<file path="config.mk">
export PLATFORM = sky130hd
export DESIGN_NAME = uart_mmio_buffer_flat
export DESIGN_NICKNAME = d
export VERILOG_FILES = /design/src/rtl/uart_mmio_buffer_pkg.sv /design/src/rtl/uart_mmio_buffer_if.sv /design/src/rtl/uart_mmio_buffer_sync_fifo_fwft.sv /design/src/rtl/uart_mmio_buffer.sv /design/src/flat_wrapper.sv
export SDC_FILE = /design/constraint.sdc
export NUM_CORES = 1
export LEC_CHECK = 0
export CAP_MARGIN = 40
export CORE_ASPECT_RATIO = 1.25
export CORE_MARGIN = 2
export CORE_UTILIZATION = 30
export CTS_CLUSTER_DIAMETER = 60
export DETAILED_ROUTE_END_ITERATION = 10
export PLACE_DENSITY = 0.49
export SETUP_SLACK_MARGIN = 0.2
export SLEW_MARGIN = 25
export SYNTH_ARGS = -nofsm -noshare
export SYNTH_HDL_FRONTEND = slang
export SYNTH_HIERARCHICAL = 1
export SYNTH_SLANG_ARGS = --single-unit
</file>
<file path="constraint.sdc">
create_clock -name clk -period 3.3 [get_ports clk]
set_input_delay 0.99 -clock clk [delete_from_list [all_inputs] [get_ports clk]]
set_output_delay 0.99 -clock clk [all_outputs]
set_load 0.01 [all_outputs]
</file>
<file path="src/rtl/uart_mmio_buffer_pkg.sv">
// Shared constants for the CPU-side UART endpoint: default byte width,
// the memory-mapped UART addresses and the status bit positions the CPU polls.
package uart_pkg;

    localparam int UART_DATA_WIDTH = 8;

    localparam logic [31:0] UART_CTRL_ADDR    = 32'h8000_0000;
    localparam logic [31:0] UART_STATUS_ADDR  = 32'h8000_0004;
    localparam logic [31:0] UART_TX_DATA_ADDR = 32'h8000_0008;
    localparam logic [31:0] UART_RX_DATA_ADDR = 32'h8000_000C;

    // bit0 of the TX control word is DataInReady, bit0 of the RX control word is DataOutValid
    localparam int UART_TX_READY_BIT = 0;
    localparam int UART_RX_VALID_BIT = 0;

endpackage

</file>
<file path="src/rtl/uart_mmio_buffer_if.sv">
// Handshake bundle between the CPU UART decode, the UART tx/rx cores and the buffer.
// The slave view is the buffer itself; the master view is its environment.
interface uart_mmio_buffer_if #(
    parameter int DATA_WIDTH = 8,
    parameter int DEPTH      = 8
);
    localparam int CNT_W = $clog2(DEPTH) + 1;

    logic                  DataInValid;
    logic [DATA_WIDTH-1:0] DataIn;
    logic                  DataInReady;
    logic                  DataOutValid;
    logic [DATA_WIDTH-1:0] DataOut;
    logic                  DataOutReady;
    logic                  tx_valid;
    logic [DATA_WIDTH-1:0] tx_data;
    logic                  tx_ready;
    logic                  rx_valid;
    logic [DATA_WIDTH-1:0] rx_data;
    logic                  clear_flags;
    logic [CNT_W-1:0]      tx_count;
    logic [CNT_W-1:0]      rx_count;
    logic                  tx_overflow;
    logic                  rx_overflow;

    modport slave (
        input  DataInValid, DataIn, DataOutReady, tx_ready, rx_valid, rx_data, clear_flags,
        output DataInReady, DataOutValid, DataOut, tx_valid, tx_data,
               tx_count, rx_count, tx_overflow, rx_overflow
    );

    modport master (
        output DataInValid, DataIn, DataOutReady, tx_ready, rx_valid, rx_data, clear_flags,
        input  DataInReady, DataOutValid, DataOut, tx_valid, tx_data,
               tx_count, rx_count, tx_overflow, rx_overflow
    );

endinterface

</file>
<file path="src/rtl/uart_mmio_buffer_sync_fifo_fwft.sv">
// First-word fall-through synchronous FIFO. Head is read combinationally at the
// read pointer and forced to zero while empty so uninitialised storage never leaks.
// A push while full is accepted only if a pop frees the slot on the same edge.
module sync_fifo_fwft
    import uart_pkg::*;
#(
    parameter int  DEPTH      = 8,
    parameter int  DATA_WIDTH = UART_DATA_WIDTH,
    localparam int AW         = $clog2(DEPTH),
    localparam int CNT_W      = AW + 1
) (
    input  logic                  clk,
    input  logic                  reset_n,
    input  logic                  push,
    input  logic [DATA_WIDTH-1:0] push_data,
    input  logic                  pop,
    output logic [DATA_WIDTH-1:0] head,
    output logic                  valid,
    output logic                  full,
    output logic [CNT_W-1:0]      count,
    output logic                  overflow_event
);

    logic [DATA_WIDTH-1:0] r_mem [DEPTH];
    logic [AW-1:0]         r_wr_ptr;
    logic [AW-1:0]         r_rd_ptr;
    logic [CNT_W-1:0]      r_count;
    logic                  w_do_push;
    logic                  w_do_pop;

    assign valid          = (r_count != '0);
    assign full           = (r_count == CNT_W'(DEPTH));
    assign w_do_pop       = pop && valid;
    assign w_do_push      = push && (!full || w_do_pop);
    assign overflow_event = push && !w_do_push;
    assign head           = valid ? r_mem[r_rd_ptr] : '0;
    assign count          = r_count;

    // Storage write on every accepted push; contents are not reset.
    always_ff @(posedge clk) begin
        if (w_do_push) begin
            r_mem[r_wr_ptr] <= push_data;
        end
    end

    // Pointers wrap modulo DEPTH; occupancy only moves when exactly one side acts.
    always_ff @(posedge clk or negedge reset_n) begin
        if (!reset_n) begin
            r_wr_ptr <= '0;
            r_rd_ptr <= '0;
            r_count  <= '0;
        end else begin
            if (w_do_push) begin
                r_wr_ptr <= r_wr_ptr + AW'(1);
            end
            if (w_do_pop) begin
                r_rd_ptr <= r_rd_ptr + AW'(1);
            end
            case ({w_do_push, w_do_pop})
                2'b10:   r_count <= r_count + CNT_W'(1);
                2'b01:   r_count <= r_count - CNT_W'(1);
                default: r_count <= r_count;
            endcase
        end
    end

endmodule

</file>
<file path="src/rtl/uart_mmio_buffer.sv">
// UART-side endpoint of the CPU memory-mapped UART: a TX FIFO from CPU stores to
// the transmitter, an RX FIFO from the receiver to CPU loads, and sticky overflow flags.
module uart_mmio_buffer
    import uart_pkg::*;
#(
    parameter int DEPTH      = 8,
    parameter int DATA_WIDTH = UART_DATA_WIDTH
) (
    input  logic              clk,
    input  logic              reset_n,
    uart_mmio_buffer_if.slave bus
);

    logic w_tx_full;
    logic w_tx_push;
    logic w_tx_ovf_evt;
    logic w_tx_drop;
    logic w_rx_full;
    logic w_rx_ovf_evt;
    logic r_tx_overflow;
    logic r_rx_overflow;

    // DataInReady comes from the registered count only, so a store while full is
    // dropped even when the transmitter pops on the same edge.
    assign bus.DataInReady = !w_tx_full;
    assign w_tx_push       = bus.DataInValid && bus.DataInReady;
    // The FIFO's own event stays low for the pre-gated TX push; OR-ing it in keeps
    // the flag correct if the gating above is ever relaxed.
    assign w_tx_drop       = (bus.DataInValid && !bus.DataInReady) || w_tx_ovf_evt;

    sync_fifo_fwft #(
        .DEPTH      (DEPTH),
        .DATA_WIDTH (DATA_WIDTH)
    ) u_tx_fifo (
        .clk            (clk),
        .reset_n        (reset_n),
        .push           (w_tx_push),
        .push_data      (bus.DataIn),
        .pop            (bus.tx_ready),
        .head           (bus.tx_data),
        .valid          (bus.tx_valid),
        .full           (w_tx_full),
        .count          (bus.tx_count),
        .overflow_event (w_tx_ovf_evt)
    );

    sync_fifo_fwft #(
        .DEPTH      (DEPTH),
        .DATA_WIDTH (DATA_WIDTH)
    ) u_rx_fifo (
        .clk            (clk),
        .reset_n        (reset_n),
        .push           (bus.rx_valid),
        .push_data      (bus.rx_data),
        .pop            (bus.DataOutReady),
        .head           (bus.DataOut),
        .valid          (bus.DataOutValid),
        .full           (w_rx_full),
        .count          (bus.rx_count),
        .overflow_event (w_rx_ovf_evt)
    );

    // Sticky overflow flags: a drop in the same cycle as clear_flags keeps the flag set.
    always_ff @(posedge clk or negedge reset_n) begin
        if (!reset_n) begin
            r_tx_overflow <= 1'b0;
            r_rx_overflow <= 1'b0;
        end else begin
            if (w_tx_drop) begin
                r_tx_overflow <= 1'b1;
            end else if (bus.clear_flags) begin
                r_tx_overflow <= 1'b0;
            end
            if (w_rx_ovf_evt) begin
                r_rx_overflow <= 1'b1;
            end else if (bus.clear_flags) begin
                r_rx_overflow <= 1'b0;
            end
        end
    end

    assign bus.tx_overflow = r_tx_overflow;
    assign bus.rx_overflow = r_rx_overflow;

    // Full status is exposed to the CPU through counts; kept here for readability.
    logic w_unused_rx_full;
    assign w_unused_rx_full = w_rx_full;

endmodule

</file>
<file path="src/flat_wrapper.sv">
// flat-port wrapper written by rule: the top's interface ports become plain ports
module uart_mmio_buffer_flat import uart_pkg::*;
#(
    parameter int DEPTH      = 8,
    parameter int DATA_WIDTH = UART_DATA_WIDTH
)
  (clk, reset_n, bus_DataInValid, bus_DataIn, bus_DataOutReady, bus_tx_ready, bus_rx_valid, bus_rx_data, bus_clear_flags, bus_DataInReady, bus_DataOutValid, bus_DataOut, bus_tx_valid, bus_tx_data, bus_tx_count, bus_rx_count, bus_tx_overflow, bus_rx_overflow);
  uart_mmio_buffer_if #(.DATA_WIDTH(DATA_WIDTH), .DEPTH(DEPTH)) bus_i ();
  input  logic clk;
  input  logic reset_n;
  input wire logic [$bits(bus_i.DataInValid)-1:0] bus_DataInValid;
  input wire logic [$bits(bus_i.DataIn)-1:0] bus_DataIn;
  input wire logic [$bits(bus_i.DataOutReady)-1:0] bus_DataOutReady;
  input wire logic [$bits(bus_i.tx_ready)-1:0] bus_tx_ready;
  input wire logic [$bits(bus_i.rx_valid)-1:0] bus_rx_valid;
  input wire logic [$bits(bus_i.rx_data)-1:0] bus_rx_data;
  input wire logic [$bits(bus_i.clear_flags)-1:0] bus_clear_flags;
  output wire logic [$bits(bus_i.DataInReady)-1:0] bus_DataInReady;
  output wire logic [$bits(bus_i.DataOutValid)-1:0] bus_DataOutValid;
  output wire logic [$bits(bus_i.DataOut)-1:0] bus_DataOut;
  output wire logic [$bits(bus_i.tx_valid)-1:0] bus_tx_valid;
  output wire logic [$bits(bus_i.tx_data)-1:0] bus_tx_data;
  output wire logic [$bits(bus_i.tx_count)-1:0] bus_tx_count;
  output wire logic [$bits(bus_i.rx_count)-1:0] bus_rx_count;
  output wire logic [$bits(bus_i.tx_overflow)-1:0] bus_tx_overflow;
  output wire logic [$bits(bus_i.rx_overflow)-1:0] bus_rx_overflow;
  assign bus_i.DataInValid = bus_DataInValid;
  assign bus_i.DataIn = bus_DataIn;
  assign bus_i.DataOutReady = bus_DataOutReady;
  assign bus_i.tx_ready = bus_tx_ready;
  assign bus_i.rx_valid = bus_rx_valid;
  assign bus_i.rx_data = bus_rx_data;
  assign bus_i.clear_flags = bus_clear_flags;
  assign bus_DataInReady = bus_i.DataInReady;
  assign bus_DataOutValid = bus_i.DataOutValid;
  assign bus_DataOut = bus_i.DataOut;
  assign bus_tx_valid = bus_i.tx_valid;
  assign bus_tx_data = bus_i.tx_data;
  assign bus_tx_count = bus_i.tx_count;
  assign bus_rx_count = bus_i.rx_count;
  assign bus_tx_overflow = bus_i.tx_overflow;
  assign bus_rx_overflow = bus_i.rx_overflow;
  uart_mmio_buffer #(.DEPTH(DEPTH), .DATA_WIDTH(DATA_WIDTH)) u_core (.clk(clk), .reset_n(reset_n), .bus(bus_i));
endmodule
</file>
==> results.md, run 1 <==
Yosys:
- During synthesis, Yosys emitted a total of 6 warnings.
- The post-synth net total is 385.
- The area of the mapped netlist is between 0.006 and 0.007 mm^2.
- The mean cell area of the mapped netlist is 17.9 um^2.
- The cell count after synthesis came out at 352.

Layout:
- The area growth from synthesis to final layout is 29.7%.
- The share of post-route cells with drive strength above 1 is 0.316.
- The count of nets after finishing is 485.
- The filler cells instantiated in the layout total 1876.
- The number of diodes is 0.
- After routing the design area is 0.00817 mm^2.

Setup path:
- In this design, the largest share of critical-path delay is due to multiplexers.
- The critical path goes through buf_8 > mux4_2 > mux2i_1 > nor2_1 > clkdlybuf4s50_1.
- Among all stages on the critical path, the largest delay is contributed by sky130_fd_sc_hd__mux4_2.
- The critical path is of the register to output port type.
- Along the worst path, the maximum fanout reaches 8.
- The largest single stage delay on the critical path is 510 ps.
- STA classifies the critical path startpoint as a register.
- The required time of the worst setup path is 2310 ps.
- The startpoint identified for the worst register-to-register timing path is u_core/u_tx_fifo/count[2].
- Counting both buffers and inverters, the worst setup path holds a total of 2.
- STA classifies the critical path endpoint as an output port.
- The worst setup path startpoint is u_core/u_tx_fifo/r_rd_ptr[0].
- At the worst endpoint, the arrival time is 2170 ps.

Status:
- The flow ran to the end, and the final reports show no timing, DRC or antenna violations.

GRT:
- The first global-routing pass estimated ~20 mm of wire.
- The number of antenna violations at the first check in global routing came to 0.
- The total global-route track usage is 0.125.
- The global-route congestion overflow total is 0.
- The via count of the first global-routing pass is 3612.
- Entering global routing, the biggest net connects 23 pins.

Power:
- The peak supply drop is 0.000366 V.
- The share of power burned in registers is 0.372.
- Summed over all nets, the switching power comes to 2320 uW.
- The clock network fraction of total power is 0.259.
- The reported leakage power is roughly 0.003 uW.
- The internal power of the cells totals just over 5000 uW.
- The share of total power dissipated in combinational logic is 0.369.
- Of the total power, the share spent switching nets is 0.311.
- Power spread over the standard cell area amounts to 913 mW/mm^2.

Timing:
- The final count of negative-setup-slack endpoints is 0.
- Static timing analysis puts the maximum clock frequency at 316 MHz.
- Setup repair after global routing could not meet its margin everywhere.
- The number of pins exceeding their max-slew limit in the final report is 0.
- The tightest slew margin relative to the limit is 0.574.
- The count of final hold-check violations is 0.
- The total negative slack for setup checks is 0 ps.
- The post-route clock period utilization is 0.959.
- The clock period minus final worst setup slack is about 3200 ps.
- The worst setup slack after layout is 136 ps.
- The maximum clock skew at final layout is about 9.5 ps.
- For the pin with the worst max-slew slack, the measured transition is 639 ps.

Placement:
- The post-place instance area is 0.00735 mm^2.
- The detailed placement HPWL is 8.22 mm.
- The congestion estimate from routability-driven global placement came to 0.716.
- The number of I/O port buffers is 51.
- The worst setup slack before clock tree synthesis is 101 ps.

CTS:
- CTS placed an instance of sky130_fd_sc_hd__clkbuf_16 at the clock tree root.
- After clock tree synthesis, the clock-pin slew on the worst setup and hold paths is 60 ps.
- In this run, post-CTS hold repair placed 0 buffers.
- The clock sink count is 150.
- At the later pin of the worst-skew pair, clock insertion delay measures 420 ps.
- The deepest level of the CTS H-tree is 4.
- The total clock buffers created by CTS is 17.
- TritonCTS built the clock tree.
- The buffer depth of the longest clock path is 2.

Die:
- In this run the vertical extent of the chip is 166 um.
- The core outline area is 0.0207 mm^2.
- The top-level port count is 52.
- The horizontal extent of the die is 134 um.
- The number of core rows is 59.
- The die covers 0.0222 mm^2.
- For this configuration, the core starts out at a cell density of 0.304.

Routing:
- The violation count after the first detailed-routing iteration is 159.
- The total wirelength of the detailed-routed design is 13.2 mm.
- For this run, design rule violations remaining after detail routing come to 0.
- In the routed layout, each cell is associated on average with a via count of 4.58.
- The detail route stage leaves a number of antenna-violating nets equal to 0.
- The final route contains 3386 vias.
- The detail-routed net length per standard cell is 17.9 um.
- The number of detailed-route iterations in the first pass is 4.

Run:
- Max-cap violations in this run came to 0.

Worst hold path:
- The worst min-delay path category is register to register.
- The startpoint identified for the worst hold timing path is u_core/bus.rx_overflow.
[cells in the final DEF, fill, tap and decap left out, types with 8 or more instances in the layout]
master / instances
sky130_fd_sc_hd__clkdlybuf4s50_1: 34
sky130_fd_sc_hd__mux4_2: 32
sky130_fd_sc_hd__edfxtp_1: 128
sky130_fd_sc_hd__clkbuf_16: 20
sky130_fd_sc_hd__nor2_1: 22
sky130_fd_sc_hd__nand2_1: 20
sky130_fd_sc_hd__buf_4: 37
sky130_fd_sc_hd__xnor2_1: 12
sky130_fd_sc_hd__nor3_1: 8
sky130_fd_sc_hd__mux2i_1: 18
sky130_fd_sc_hd__dfrtp_1: 16
sky130_fd_sc_hd__ha_1: 8
[metrics by stage]
stage | power, uW | std cells | util | hold slack (ps)
2_1_floorplan | 4280 | 352 | - | 521
3_3_place_gp | 5390 | 690 | 0.354 | 465
3_5_place_dp | 5430 | 690 | 0.354 | 485
4_1_cts | 7420 | 725 | 0.386 | 499
5_1_grt | 7910 | 739 | 0.394 | 502
6_report | 7460 | 739 | 0.394 | 487
[worst reg2reg max path: stages (launching register included)]
cell,delay [ps]
sky130_fd_sc_hd__dfrtp_2,440
sky130_fd_sc_hd__or4b_4,590
sky130_fd_sc_hd__inv_1,110
sky130_fd_sc_hd__and2b_2,230
sky130_fd_sc_hd__nor2_1,150
sky130_fd_sc_hd__ha_1,250
sky130_fd_sc_hd__a21o_1,180
sky130_fd_sc_hd__a21oi_1,240
sky130_fd_sc_hd__mux2_2,360
sky130_fd_sc_hd__a211o_1,280
[layer usage]
metal	up-vias	wire, um	track usage
met5	-	0	0
met2	55	7220	0.227
li1	1576	-	-
met1	1735	5380	0.139
met3	20	389	0.0348
met4	0	229	0.0430
[cell type report]
cell class,instances,area [um^2],area share
Inverter,9,33.8,0.00414
Sequential cell,150,4400,0.539
Multi-Input combinational cell,175,1800,0.220
Clock inverter,15,166,0.0204
Tap cell,274,343,0.0420
Timing Repair Buffer,99,998,0.122
Clock buffer,17,425,0.0521
[repair_timing]
item	in CTS	in global routing
endpoints found under the setup margin	18	17
endpoints found under the hold margin	0	0
setup buffers	2	12
pin swaps	2	0
gates cloned	1	2
resized for setup	17	28
[power by group through the flow]
| stage | sequential [uW] | clock [uW] | combinational [uW] |
|---|---|---|---|
| 4_1_cts | 2770 | 1990 | 2660 |
| 3_5_place_dp | 2790 | 0 | 2640 |
| 5_1_grt | 2820 | 2070 | 3010 |
| 2_1_floorplan | 2650 | 0 | 1630 |
| 3_3_place_gp | 2770 | 0 | 2610 |
| 6_report | 2780 | 1930 | 2750 |
[final timing paths]
path | to | depth (start not counted) | slack [ps]
setup / recovery | bus_tx_data[7] | 5 | 140
hold / removal | u_core/bus.rx_overflow | 1 | 490
setup reg to reg | u_core/u_tx_fifo/count[3] | 9 | 370
hold reg to reg | u_core/bus.rx_overflow | 1 | 490
max in group asynchronous | u_core/u_rx_fifo/count[1] | 2 | 2120
min in group asynchronous | u_core/u_tx_fifo/count[0] | 2 | 930
[flip-flops by register name, summed over array words and instances (netlist names)]
register / cells
u_core/bus.rx_overflow: 1
u_core/u_rx_fifo/count: 4
u_core/u_rx_fifo/r_wr_ptr: 3
u_core/u_tx_fifo/r_rd_ptr: 3
u_core/u_rx_fifo/r_mem: 64
u_core/u_tx_fifo/r_wr_ptr: 3
u_core/u_tx_fifo/count: 4
u_core/u_rx_fifo/r_rd_ptr: 3
u_core/bus.tx_overflow: 1
u_core/u_tx_fifo/r_mem: 64
Note: power is estimated with default switching activity, not from simulation.
==> run 2, diff against run 1 <==
--- a/config.mk
+++ b/config.mk
@@ -6,12 +6,14 @@
 export NUM_CORES = 1
 export LEC_CHECK = 0
 export CAP_MARGIN = 40
+export CELL_PAD_IN_SITES_DETAIL_PLACEMENT = 0
+export CELL_PAD_IN_SITES_GLOBAL_PLACEMENT = 1
 export CORE_ASPECT_RATIO = 1.25
 export CORE_MARGIN = 2
 export CORE_UTILIZATION = 30
 export CTS_CLUSTER_DIAMETER = 60
 export DETAILED_ROUTE_END_ITERATION = 10
-export PLACE_DENSITY = 0.49
+export PLACE_DENSITY = 0.54
 export SETUP_SLACK_MARGIN = 0.2
 export SLEW_MARGIN = 25
 export SYNTH_ARGS = -nofsm -noshare
==> run 2 against run 1 <==
  * Combinational power is essentially flat
  * Fmax grew 3.8%
  * Worst hold slack gained 0.65 ps
  * Clock skew grew 0.98 ps
  * Via count shrank 0.30%
  * Critical path depth grew 1
  * Critical path type unchanged
  * Largest power group unchanged
==> results.md, run 2 (synthesis results as in run 1) <==
GRT:
- The first global-routing pass estimated 20.8 mm of wire.
- The number of antenna violations at the first check in global routing came to 0.
- The total overflow left after global routing is 0.
- The via count of the first global-routing pass is between 3000 and 4000.
- The maximum number of pins on one net before global-route repair is 23.
- For this run, the total global-route usage over all layers was measured as 0.128.

Run:
- Max-cap violations in this run came to 0.

CTS:
- The cell at the root of the clock tree is sky130_fd_sc_hd__clkbuf_16.
- The tree built by TritonCTS fans out to 150 sinks.
- The buffer depth of the longest clock path is 2.
- The H-tree was split into 4 levels.
- TritonCTS built the clock tree.
- Clock-pin slew was measured on the worst setup and hold paths at 60 ps.
- The clock network latency to the later pin of the worst-skew pair is 430 ps.
- After clock tree synthesis, the flow added hold-fix buffers numbering 0.
- The total clock buffers created by CTS is 17.

Timing:
- The count of final hold-check violations was 0.
- The total negative slack for setup checks is 0 ps.
- Setup repair after global routing could not meet its margin everywhere.
- The clock period minus final worst setup slack is 3050 ps.
- The final count of negative-setup-slack endpoints is 0.
- The pin slew with the least headroom to its limit is 640 ps.
- The maximum clock skew at final layout is between 10 and 15 ps.
- The worst pin sits at a relative slew slack of 0.573.
- The number of pins exceeding their max-slew limit in the final report is 0.
- Of the available clock period, the critical path in the final layout requires 0.924.
- The upper clock frequency limit is 328 MHz.
- On the final layout, the worst hold slack is around 500 ps.

Routing:
- The number of detailed-route iterations in the first pass is 5.
- The detailed-route vias per instance is 4.57.
- The total wirelength of the detailed-routed design is 13.2 mm.
- The count of nets left with antenna violations once routing finished came out at 0.
- Dividing the detail-routed wire length by the instance count gives 17.9 um.
- The routed layout has 3376 vias.
- The number of design rule violations left after detail routing is 0.
- The first routing iteration left 189 violations.

Layout:
- The register area is 0.00440 mm^2.
- The area growth from synthesis to final layout is 29.4%.
- In the final layout, the multi-input gates occupy 0.00179 mm^2.
- The number of filler cells placed in the layout is 1913.
- The core occupancy in the finished layout is 0.393.
- Leaving out fill and tap cells, the most frequent cell in the layout is sky130_fd_sc_hd__edfxtp_1.
- The largest registers in the layout are u_core/u_rx_fifo/r_mem x64, u_core/u_tx_fifo/r_mem x64.
- The library cells used most frequently in the layout, excluding fill and tap cells, are sky130_fd_sc_hd__edfxtp_1, sky130_fd_sc_hd__buf_4, sky130_fd_sc_hd__clkdlybuf4s50_1.
- In the final design database the tool counted 485 nets.
- The final design area excluding fillers is ~0.008 mm^2.
- Of the cells placed in the final design, the portion with a size suffix greater than 1 is 0.312.
- The number of antenna diodes in the final layout is 0.

Setup path:
- Data on the critical path arrives at its endpoint at between 2000 and 2500 ps.
- The required time of the worst setup path is 2310 ps.
- In this design, the stage delay of the slowest critical-path cell is 500 ps.
- By startpoint and endpoint, the worst setup path is classified as register to output port.
- The buffering stage count on the worst path with inverters included is 3.
- Traced cell by cell, the critical path runs through buf_12 > buf_12 > mux4_2 > mux2i_1 > nor2_1 > clkdlybuf4s15_1.
- On the critical path, the stage with the largest delay is an instance of sky130_fd_sc_hd__mux4_2.
- The worst setup path is captured at an output port.
- The most prevalent standard cell on the critical path is sky130_fd_sc_hd__buf_12.
- The maximum net fanout on the critical path is 5.
- The startpoint kind of the worst setup timing path is a register.
- The family of cells with the greatest summed delay on the critical path is multiplexers.

Die:
- The number of core rows is 59.
- The top-level port count is 52.
- In this run the vertical extent of the chip is 166 um.
- The horizontal extent of the die is ~130 um.
- The die covers 0.0222 mm^2.
- The initial utilization of the core area, before any placement, comes to 0.304.
- The core outline area is 0.0207 mm^2.

Placement:
- In this run the tool buffered the top-level ports with 51 buffer cells.
- The weighted congestion reported at the end of routability-driven placement is 0.757.
- The detailed placement HPWL is 8.29 mm.
- The post-place instance area is 0.00736 mm^2.

Status:
- The run finished with clean final reports.

Power:
- The power density relative to cell area is 913 mW/mm^2.
- The peak supply drop is just under 0.0004 V.
- The reported leakage power is 0.00291 uW.

Worst hold path:
- The worst min-delay path category is register to register.
run 2: cell types whose count changed in the layout (fill, tap and decap cells not counted), moves of 2 or more:
cell	before	now
sky130_fd_sc_hd__clkinv_2	2	0
sky130_fd_sc_hd__clkbuf_2	7	4
sky130_fd_sc_hd__buf_2	0	3
sky130_fd_sc_hd__inv_6	5	3
sky130_fd_sc_hd__buf_16	0	3
sky130_fd_sc_hd__dlymetal6s2s_1	7	1
sky130_fd_sc_hd__clkbuf_1	0	2
sky130_fd_sc_hd__clkinvlp_4	0	3
sky130_fd_sc_hd__clkdlybuf4s15_1	1	7
sky130_fd_sc_hd__clkbuf_16	20	17
run 2: final timing paths:
kind                            slack [ps]                          from  cells past startpoint                            to
max in group asynchronous             2100                       reset_n                      2  u_core/u_rx_fifo/r_rd_ptr[0]
worst max register to register         400     u_core/u_tx_fifo/count[1]                      9     u_core/u_tx_fifo/count[3]
worst max-delay path                   250  u_core/u_rx_fifo/r_rd_ptr[0]                      6                bus_DataOut[1]
worst min register to register         490        u_core/bus.rx_overflow                      1        u_core/bus.rx_overflow
worst min-delay path                   490        u_core/bus.rx_overflow                      1        u_core/bus.rx_overflow
min in group asynchronous              930                       reset_n                      2        u_core/bus.tx_overflow
run 2: metal layers:
metal | vias up | track usage | share of wire
li1 | 1578 | - | -
met1 | 1727 | 0.148 | 0.41
met2 | 57 | 0.231 | 0.55
met3 | 14 | 0.0324 | 0.028
met4 | 0 | 0.0389 | 0.014
met5 | - | 0 | 0
run 2: where the power goes:
group	internal [uW]	leakage [uW]	switching [uW]
logic	1540	0.00120	1210
clock network	1140	0.000281	801
registers	2440	0.00142	319
run 2: final cells by class:
cell class	instances	share of cell area
clock buffers	19	0.0531
inverters	9	0.00414
flip-flops and latches	150	0.540
multi-input cells	175	0.220
clock inverters	13	0.0203
repair buffers	99	0.120
well taps	274	0.0421
run 2: worst reg2reg max path, cell delays in order, from the launching register on:
cell	delay (ps)
sky130_fd_sc_hd__dfrtp_2	450
sky130_fd_sc_hd__or4b_4	590
sky130_fd_sc_hd__inv_2	90
sky130_fd_sc_hd__and2b_2	220
sky130_fd_sc_hd__nor2_1	150
sky130_fd_sc_hd__ha_1	250
sky130_fd_sc_hd__a21o_1	180
sky130_fd_sc_hd__a21oi_1	230
sky130_fd_sc_hd__mux2_2	360
sky130_fd_sc_hd__a211o_1	290
run 2: timing repair:
item                       in CTS  in global routing
resized for setup              35                 16
pin swaps                       2                  3
gates cloned                    3                  0
setup endpoints to repair      18                 16
setup buffers                   7                  5
hold endpoints to repair        0                  0
run 2: through the flow:
step | setup WS [ps] | power [uW] | std cells
2_1_floorplan | 328 | 4280 | 352
3_3_place_gp | 145 | 5390 | 692
3_5_place_dp | 125 | 5440 | 692
4_1_cts | 171 | 7570 | 734
5_1_grt | 139 | 7890 | 739
6_report | 251 | 7440 | 739
==> run 3, diff against run 2 <==
--- a/config.mk
+++ b/config.mk
@@ -8,13 +8,12 @@
 export CAP_MARGIN = 40
 export CELL_PAD_IN_SITES_DETAIL_PLACEMENT = 0
 export CELL_PAD_IN_SITES_GLOBAL_PLACEMENT = 1
-export CORE_ASPECT_RATIO = 1.25
-export CORE_MARGIN = 2
+export CORE_MARGIN = 4
 export CORE_UTILIZATION = 30
 export CTS_CLUSTER_DIAMETER = 60
 export DETAILED_ROUTE_END_ITERATION = 10
 export PLACE_DENSITY = 0.54
-export SETUP_SLACK_MARGIN = 0.2
+export SETUP_SLACK_MARGIN = 0.4
 export SLEW_MARGIN = 25
 export SYNTH_ARGS = -nofsm -noshare
 export SYNTH_HDL_FRONTEND = slang
==> run 3 against run 2 <==
  * Register-to-register slack improved by 120 ps
  * Highest routed layer unchanged
  * Sequential power is essentially flat
  * Worst hold slack got worse by 8.8 ps
  * Clock power decreased by 2%
==> results.md, run 3 (synthesis results as in run 1) <==
CTS:
- The clock network latency to the later pin of the worst-skew pair is 420 ps.
- The clock sink count is 150.
- The cell sitting at the root of the clock tree is a sky130_fd_sc_hd__clkbuf_16.
- The total clock buffers created by CTS is 17.
- The buffer depth of the longest clock path is 2.
- After clock tree synthesis, the clock-pin slew on the worst setup and hold paths is 60 ps.
- TritonCTS built the clock tree.
- The deepest level of the CTS H-tree is 4.

Power:
- Summed over all cells, the static leakage comes to 0.00295 uW.
- The power density relative to cell area is 911 mW/mm^2.
- The peak supply drop is between 0.0004 and 0.0005 V.

Setup path:
- STA classifies the critical path endpoint as an output port.
- The maximum net fanout on the critical path is 5.
- The signal on the critical path passes through buf_6 > buf_12 > mux4_2 > mux2i_1 > nor2_1 > buf_2.
- The critical path start-end classification is register to output port.
- Data on the critical path arrives at its endpoint at 1960 ps.
- The worst setup path is launched from a register.
- The start of the worst register-to-register path is u_core/u_tx_fifo/count[1].
- The worst setup path startpoint is u_core/u_rx_fifo/r_rd_ptr[0].
- The required time of the worst setup path is 2310 ps.
- The delay of the slowest cell on the worst path is 490 ps.
- The slowest stage of the critical path belongs to the cell sky130_fd_sc_hd__mux4_2.

Die:
- Measured along the y axis, the die boundary spans 153 um.
- The top-level port count is 52.
- For this configuration, the core starts out at a cell density of 0.308.
- The number of core rows is 52.
- The area of the die is 0.0234 mm^2.
- The die is 153 um wide.
- In this run the standard cell core region covers 0.0204 mm^2.

Routing:
- In the routed layout, each cell is associated on average with a via count of 4.54.
- The detailed router placed 3384 vias in this run.
- For this block, the initial DRC count from the detailed router was 98.
- The number of detailed-route iterations in the first pass is 4.
- The count of nets left with antenna violations once routing finished came out at 0.
- For this run, design rule violations remaining after detail routing come to 0.
- The detail-routed net length per standard cell is 17.7 um.
- The total wirelength of the detailed-routed design is 13.2 mm.

Worst hold path:
- The worst min-delay path category is register to register.
- The worst hold path begins at u_core/bus.rx_overflow.

GRT:
- The via count of the first global-routing pass is 3611.
- The global-route met1 utilization is 0.146.
- The wire length of the first global-routing pass is 21.0 mm.
- In the global route stage, overall resource usage came out at 0.119.
- For this run, global-route usage on met3 was measured as 0.0334.
- The maximum number of pins on one net before global-route repair is 23.
- For this run, global-route usage on met2 was measured as 0.205.
- The global-route congestion overflow total is 0.
- The number of antenna violations at the first check in global routing is 0.
- The layer with the highest usage is met2.

Timing:
- The clock period minus final worst setup slack is 2950 ps.
- The upper clock frequency limit is roughly 340 MHz.
- At the pin with the least slew margin, the transition time is 597 ps.
- Setup repair after global routing could not meet its margin everywhere.
- The number of pins exceeding their max-slew limit in the final report is 0.
- Adding up every negative setup slack in the final design gives 0 ps.
- The tightest hold path in the finished design has a slack of about 480 ps.
- The count of final hold-check violations came to 0.
- In this run the tightest slew margin relative to its limit is 0.602.
- Clock skew on the completed layout was measured at 11.3 ps.
- The final count of negative-setup-slack endpoints is 0.
- Dividing the final minimum period by the clock period gives 0.894.
- Setup slack closes at 351 ps.

Layout:
- Leaving out fill and tap cells, the most frequent cell in the layout is sky130_fd_sc_hd__edfxtp_1.
- For this run, the share of the core covered by cells in the final layout is 0.402.
- Of the cells placed in the final design, the portion with a size suffix greater than 1 is 0.363.
- The count of nets after finishing is between 400 and 500.
- The number of filler cells placed in the layout is 1915.
- The largest registers in the layout are u_core/u_rx_fifo/r_mem x64, u_core/u_tx_fifo/r_mem x64.
- In the layout the commonest cells are sky130_fd_sc_hd__edfxtp_1, sky130_fd_sc_hd__buf_4, sky130_fd_sc_hd__clkdlybuf4s50_1, sky130_fd_sc_hd__mux4_2, sky130_fd_sc_hd__nor2_1.
- 0 antenna diodes ended up in the layout.
- The area growth from synthesis to layout is 30.3%.

Placement:
- The detailed placement HPWL is 8.31 mm.
- The weighted congestion reported at the end of routability-driven placement is 0.687.
- The worst setup slack before clock tree synthesis is 159 ps.
- The number of I/O port buffers is 51.

Status:
- The flow ran to the end, and the final reports show no timing, DRC or antenna violations.

Run:
- Max-cap violations in this run came to 0.
-- run 3: cell type report --
cell class,instances,area [um^2],share of cell area
Sequential cell,150,4400,0.537
Tap cell,270,338,0.0412
Clock inverter,15,159,0.0194
Clock buffer,17,425,0.0518
Timing Repair Buffer,110,1040,0.127
Inverter,9,33.8,0.00412
Multi-Input combinational cell,175,1810,0.220
-- run 3: worst max-delay path: cells and delay by family (launching register included) --
| kind | cells | cell delay, ps |
|---|---|---|
| flip-flops | 1 | 420 |
| AND/OR/NAND/NOR | 1 | 60 |
| buffers and inverters | 3 | 370 |
| multiplexers | 2 | 690 |
-- run 3: where the power goes --
group / switching (uW) / total [uW] / internal, uW
Clock: 831 / 1900 / 1070
Sequential: 295 / 2740 / 2450
Combinational: 1250 / 2830 / 1580
Total: 2380 / 7480 / 5100
-- run 3: routing by layer --
metal  wire, um  share of wire
met1       5690           0.43
met2       6970           0.53
met3        375          0.028
met4        146          0.011
met5          0              0
-- run 3: timing repair --
action | in CTS | in global routing
gates cloned | 3 | 0
pin swaps | 5 | 11
setup buffers | 22 | 3
setup endpoints to repair | 21 | 20
hold buffers | 0 | 0
gates resized for setup | 81 | 10
-- run 3: worst paths after layout --
check,slack [ps],cells past startpoint,end
worst max-delay path,350,6,bus_DataOut[6]
worst min-delay path,480,1,u_core/bus.rx_overflow
worst max register to register,520,9,u_core/u_tx_fifo/count[3]
worst min register to register,480,1,u_core/bus.rx_overflow
max in group asynchronous,2120,2,u_core/u_rx_fifo/count[1]
min in group asynchronous,910,2,u_core/u_tx_fifo/r_rd_ptr[2]
-- run 3: stage by stage --
step | power (uW) | area [um^2] | std cells
CTS | 7580 | 8170 | 743
global route | 7960 | 8210 | 746
global placement | 5380 | 7340 | 686
detailed placement | 5420 | 7340 | 686
floorplan | 4290 | 6310 | 352
finish | 7480 | 8210 | 746
